**config.mk**
```make
export PLATFORM = sky130hd
export DESIGN_NAME = execute
export DESIGN_NICKNAME = d
export VERILOG_FILES = /design/src/rtl/execute_pkg.sv /design/src/rtl/execute_alu.sv /design/src/rtl/execute.sv
export SDC_FILE = /design/constraint.sdc
export NUM_CORES = 1
export LEC_CHECK = 0
export BUFFER_PORTS_ARGS = -buffer_cell sky130_fd_sc_hd__buf_2
export CAP_MARGIN = 10
export CORE_MARGIN = 2
export CORE_UTILIZATION = 57
export DETAILED_ROUTE_END_ITERATION = 10
export PLACE_DENSITY = 0.86
export REMOVE_ABC_BUFFERS = 1
export SYNTH_ARGS = -nofsm -noshare
export SYNTH_HDL_FRONTEND = slang
export SYNTH_HIERARCHICAL = 1
export SYNTH_SLANG_ARGS = --single-unit
```
**constraint.sdc**
```tcl
create_clock -name clock -period 5.7 [get_ports clock]
set_input_delay 0.285 -clock clock [delete_from_list [all_inputs] [get_ports clock]]
set_output_delay 0.285 -clock clock [all_outputs]
set_load 0.005 [all_outputs]
```
**src/rtl/execute_pkg.sv**
```systemverilog
// Shared constants for the LC-3 execute stage: opcodes,
// E_control field layout and the select encodings it carries.
package execute_pkg;

   localparam logic [3:0] OP_BR   = 4'b0000;
   localparam logic [3:0] OP_ADD  = 4'b0001;
   localparam logic [3:0] OP_LD   = 4'b0010;
   localparam logic [3:0] OP_ST   = 4'b0011;
   localparam logic [3:0] OP_JSR  = 4'b0100;
   localparam logic [3:0] OP_AND  = 4'b0101;
   localparam logic [3:0] OP_LDR  = 4'b0110;
   localparam logic [3:0] OP_STR  = 4'b0111;
   localparam logic [3:0] OP_NOT  = 4'b1001;
   localparam logic [3:0] OP_LDI  = 4'b1010;
   localparam logic [3:0] OP_STI  = 4'b1011;
   localparam logic [3:0] OP_JMP  = 4'b1100;
   localparam logic [3:0] OP_LEA  = 4'b1110;
   localparam logic [3:0] OP_TRAP = 4'b1111;

   typedef enum logic [1:0] {
      ALU_ADD  = 2'b00,
      ALU_AND  = 2'b01,
      ALU_NOT  = 2'b10,
      ALU_RSVD = 2'b11
   } alu_ctl_e;

   typedef enum logic [1:0] {
      PC1_OFF11 = 2'b00,
      PC1_OFF9  = 2'b01,
      PC1_OFF6  = 2'b10,
      PC1_ZERO  = 2'b11
   } pcsel1_e;

   localparam logic PC2_NPC = 1'b1;
   localparam logic PC2_REG = 1'b0;
   localparam logic OP2_REG = 1'b1;
   localparam logic OP2_IMM = 1'b0;

   localparam int EC_ALU_HI = 5;
   localparam int EC_ALU_LO = 4;
   localparam int EC_PC1_HI = 3;
   localparam int EC_PC1_LO = 2;
   localparam int EC_PC2    = 1;
   localparam int EC_OP2    = 0;

   function automatic logic [15:0] sext5(input logic [4:0] v);
      return {{11{v[4]}}, v};
   endfunction

   function automatic logic [15:0] sext6(input logic [5:0] v);
      return {{10{v[5]}}, v};
   endfunction

   function automatic logic [15:0] sext9(input logic [8:0] v);
      return {{7{v[8]}}, v};
   endfunction

   function automatic logic [15:0] sext11(input logic [10:0] v);
      return {{5{v[10]}}, v};
   endfunction

endpackage

```
**src/rtl/execute_alu.sv**
```systemverilog
// Combinational LC-3 ALU: ADD, AND and NOT of operand a.
// Reserved control code yields zero.
module execute_alu
   import execute_pkg::*;
(
   input  alu_ctl_e    alu_control,
   input  logic [15:0] a,
   input  logic [15:0] b,
   output logic [15:0] result
);

   always_comb begin
      result = 16'h0000;
      unique case (alu_control)
         ALU_ADD:  result = a + b;
         ALU_AND:  result = a & b;
         ALU_NOT:  result = ~a;
         ALU_RSVD: result = 16'h0000;
      endcase
   end

endmodule

```
**src/rtl/execute.sv**
```systemverilog
// LC-3 execute stage: operand forwarding, ALU, address adder,
// branch mask and the registered execute/memory boundary.
module execute
   import execute_pkg::*;
(
   input  logic        clock,
   input  logic        reset,
   input  logic [15:0] IR,
   input  logic [15:0] npc_in,
   input  logic [5:0]  E_control,
   input  logic [1:0]  W_control_in,
   input  logic        Mem_control_in,
   input  logic        enable_execute,
   input  logic [15:0] VSR1,
   input  logic [15:0] VSR2,
   input  logic        bypass_alu_1,
   input  logic        bypass_alu_2,
   input  logic        bypass_mem_1,
   input  logic        bypass_mem_2,
   input  logic [15:0] Mem_Bypass_Val,
   output logic [15:0] aluout,
   output logic [15:0] pcout,
   output logic [15:0] M_Data,
   output logic [15:0] IR_Exec,
   output logic [1:0]  W_control_out,
   output logic        Mem_control_out,
   output logic [2:0]  NZP,
   output logic [2:0]  sr1,
   output logic [2:0]  sr2,
   output logic [2:0]  dr
);

   logic [3:0]  opcode;
   alu_ctl_e    alu_control;
   pcsel1_e     pcselect1;
   logic        pcselect2;
   logic        op2select;
   logic [15:0] op_a;
   logic [15:0] op_b;
   logic [15:0] alu_in2;
   logic [15:0] alu_res;
   logic [15:0] offset;
   logic [15:0] base;
   logic [15:0] addr_res;
   logic [15:0] aluout_d;
   logic [2:0]  nzp_d;

   assign opcode      = IR[15:12];
   assign alu_control = alu_ctl_e'(E_control[EC_ALU_HI:EC_ALU_LO]);
   assign pcselect1   = pcsel1_e'(E_control[EC_PC1_HI:EC_PC1_LO]);
   assign pcselect2   = E_control[EC_PC2];
   assign op2select   = E_control[EC_OP2];

   assign sr1 = IR[8:6];
   assign dr  = IR[11:9];

   always_comb begin
      sr2 = IR[2:0];
      if (opcode == OP_ST || opcode == OP_STR || opcode == OP_STI)
         sr2 = IR[11:9];
   end

   // aluout feedback is the previous instruction's result
   always_comb begin
      op_a = VSR1;
      if (bypass_alu_1)
         op_a = aluout;
      else if (bypass_mem_1)
         op_a = Mem_Bypass_Val;
   end

   always_comb begin
      op_b = VSR2;
      if (bypass_alu_2)
         op_b = aluout;
      else if (bypass_mem_2)
         op_b = Mem_Bypass_Val;
   end

   assign alu_in2 = (op2select == OP2_REG) ? op_b : sext5(IR[4:0]);

   execute_alu u_alu (
      .alu_control (alu_control),
      .a           (op_a),
      .b           (alu_in2),
      .result      (alu_res)
   );

   always_comb begin
      offset = 16'h0000;
      unique case (pcselect1)
         PC1_OFF11: offset = sext11(IR[10:0]);
         PC1_OFF9:  offset = sext9(IR[8:0]);
         PC1_OFF6:  offset = sext6(IR[5:0]);
         PC1_ZERO:  offset = 16'h0000;
      endcase
   end

   assign base     = (pcselect2 == PC2_NPC) ? npc_in : op_a;
   assign addr_res = base + offset;

   always_comb begin
      aluout_d = addr_res;
      if (opcode == OP_ADD || opcode == OP_AND || opcode == OP_NOT)
         aluout_d = alu_res;
   end

   always_comb begin
      nzp_d = 3'b000;
      if (opcode == OP_BR)
         nzp_d = IR[11:9];
      else if (opcode == OP_JMP)
         nzp_d = 3'b111;
   end

   always_ff @(posedge clock or posedge reset) begin
      if (reset) begin
         aluout          <= 16'h0000;
         pcout           <= 16'h0000;
         M_Data          <= 16'h0000;
         IR_Exec         <= 16'h0000;
         W_control_out   <= 2'b00;
         Mem_control_out <= 1'b0;
         NZP             <= 3'b000;
      end else if (enable_execute) begin
         aluout          <= aluout_d;
         pcout           <= addr_res;
         M_Data          <= op_b;
         IR_Exec         <= IR;
         W_control_out   <= W_control_in;
         Mem_control_out <= Mem_control_in;
         NZP             <= nzp_d;
      end
   end

endmodule

```
==> qor.csv <==
metric,value,unit
CTS tree,done,
number of placement rows,36,
number of antenna-violating nets in the routed design,0,
I/O pin cnt,175,
Critical Path Max Stage Delay,430,ps
Pre-antenna DRT Iters,5,
number of flops mapped to enable cells by yosys,0,
Post-Route WL,16800,um
RSZ-0062 raised after global routing,false,
critical setup path kind,in -> reg,
Vias,5523,
biggest fanout along the worst timing path,16,
fraction of registers with async set/reset,1.00,
number of antenna repair diodes,0,
layout cell share with drive strength beyond 1,0.358,
number of nets in the layout,923,
result of the run,completed,
H-Tree Level Count,3,
top post-synthesis cells by area,"dfrtp_1 (30%), mux2_2 (14%), nand2_1 (7.3%)",
path type of the worst min-delay path,in -> reg,
"slowest stage cell, crit path",buf_2,
Post-synth top cells,"nand2_1 (112), mux2_2 (71), dfrtp_1 (70), o21ai_0 (49), mux2i_1 (38)",
floorplan core area,9770,sq um
Root Buffer Master,clkbuf_8,
slew of the pin with the lowest slew margin,1240,ps
die height,105,um
GRT Util Overall,0.310,
power density over the cells,301,nW/um^2
die span in x,105,um
cell chain of the critical path,buf_2 > mux2i_1 > o21ai_0 > mux2_2 > ha_1 > fa_1 > a21oi_1 > o21ai_1 > a21oi_1 > o21ai_0 > xor2_1 > mux2_2,
clock tree buffer depth,2,
total net switching power,0.806,mW
# clock sinks,70,
post-synthesis register bit count,70,
clock tree skew after final layout,7.90,ps
RD Place Congestion,1.03,
Max Cap Viol,0,
internal power summed over all cells,1.25,mW
Clk pwr share,0.205,
number of clock buffers inserted by TritonCTS,9,
Sw Share,0.392,
biggest area consumer among synthesized cells,dfrtp_1,
"Cell Area, Synth",5760,sq um
"Hold Vio Cnt, Final",0,
share of power burned in combinational logic,0.459,
data required time at the worst endpoint,5950,ps
vias in the first global route,5418,
area added between synthesis and finish,18.7,%
# port buffers,174,
Crit path arrival time,3480,ps
half-perimeter wire length after placement,12600,um
CP Launch Type,input port,
wire length of the first global-routing pass,27300,um
number of violations reported at the end of detailed-routing iteration 0,366,
post-synth cell types,61,
initial antenna violation count,0,
final-report setup violation count,0,
maximum operating frequency,309,MHz
mean area per synthesized cell,8.94,sq um
proportion of synthesized chip area in sequential cells,0.304,
fill cell instance count of the final layout,807,
DIE AREA,10900,sq um
post-detailed-route via-to-cell ratio,5.93,
final max-slew violation count,0,
Yosys warning count,6,
per-cell routed wire length,18.1,um
Clock Latency Late Sink,350,ps
pin count of the biggest net entering global routing,71,
"CTS clk-pin slew, worst paths",90,ps
number of instances in the synthesized netlist,645,
hold bufs inserted after CTS,0,
Resized cells post-CTS,0,
setup tns final,0,ps
dominant register cell in the synthesized netlist,dfrtp_1,
final critical-path share of the clock period,0.567,
area share of the largest cell type after synthesis,0.304,
grt ovf,0,
Period minus WS final,3230,ps
post-CTS setup buffer count,0,
final routed DRC violation total,0,
most used standard cell by instance count after synthesis,nand2_1,
post-route total power,2.06,mW
worst rel slew slack,0.171,
leakage power figure,3.33,nW
Sequential Power Share,0.336,
VDD IR-drop max,163,uV
starting density of the core,0.590,
capturing element type of the critical path,register,
registers in the layout (all words and copies together) (netlist names):
name and flops:
W_control_out 2, aluout 16, NZP 3, Mem_control_out 1, pcout 16, M_Data 16, IR_Exec 16
routing by layer:
metal	up-vias	global-route usage	part of all wire	routed length (um)
met5	-	0	0	0
met4	0	0.0965	0.019	320
met3	27	0.0680	0.073	1230
met2	239	0.531	0.49	8170
met1	2639	0.391	0.42	7120
li1	2618	-	-	-
cells in the final DEF, fill, tap and decap left out, drive strengths merged, types with 3 or more instances in the layout:
master | Yosys | layout
clkbuf | 22 | 10
nand3 | 17 | 17
nor2b | 3 | 3
nor2 | 23 | 23
o21ai | 56 | 56
xor2 | 11 | 11
xnor2 | 16 | 16
a31oi | 10 | 10
a21o | 10 | 10
o2bb2ai | 4 | 4
nand4 | 3 | 3
o221ai | 11 | 11
dfrtp | 70 | 70
and3 | 7 | 7
and2 | 7 | 7
inv | 13 | 14
a21oi | 38 | 38
o21a | 6 | 6
o21bai | 4 | 4
mux2i | 38 | 38
ha | 31 | 31
nand2b | 6 | 6
nand3b | 3 | 3
nor3 | 6 | 6
mux2 | 73 | 73
buf | 17 | 177
nand2 | 112 | 112
clkinv | 2 | 6
o211ai | 7 | 7
final cells by class:
type,instances,area (sq um),area share
repair buffers,177,896,0.131
clock inverters,6,70.1,0.0102
clock buffers,10,128,0.0187
flip-flops and latches,70,1750,0.256
well taps,133,166,0.0243
inverters,15,56.3,0.00823
multi-input cells,521,3770,0.551
cell families after synthesis:
logic type / after synthesis / share of synthesized area
XOR/XNOR: 27 / 0.0410
AO/OA/AOI/OAI: 156 / 0.176
multiplexers: 111 / 0.209
AND/OR/NAND/NOR: 194 / 0.154
adder cells (fa/ha/maj): 33 / 0.0742
buffers and inverters: 54 / 0.0417
flip-flops: 70 / 0.304
worst paths after layout:
kind	startpoint	slack, ps	cells after the start	to
hold / removal	Mem_control_in	160	2	Mem_control_out
setup / recovery	bypass_mem_1	2470	12	pcout[8]
hold reg to reg	pcout[10]	500	2	pcout[10]
min in group asynchronous	reset	200	3	Mem_control_out
max in group asynchronous	reset	4930	3	M_Data[10]
setup reg to reg	aluout[0]	2610	11	pcout[8]
worst max-delay path, delay by kind of cell:
kind / cells / cell delay [ps]
adders and majority gates: 2 / 620
AOI/OAI and AO/OA: 5 / 1090
muxes: 3 / 870
buffers and inverters: 1 / 430
xor gates and xnor gates: 1 / 170
through the flow:
stage	hold WS, ps	util	area, sq um	setup WS [ps]	instances
after floorplan	370	-	5580	2940	606
after global placement	481	0.680	6640	2390	916
after detailed placement	474	0.680	6640	2210	916
after CTS	154	0.700	6840	2560	932
after global routing	152	0.700	6840	2320	932
final	164	0.700	6840	2470	932
power by group through the flow:
stage / logic, mW / registers (mW) / clock network [mW]
3_5_place_dp: 0.928 / 0.699 / 0
3_3_place_gp: 0.903 / 0.695 / 0
5_1_grt: 1.04 / 0.705 / 0.450
4_1_cts: 0.932 / 0.691 / 0.431
2_1_floorplan: 0.592 / 0.695 / 0
6_report: 0.944 / 0.691 / 0.422
Note: power is estimated with default switching activity, not from simulation.
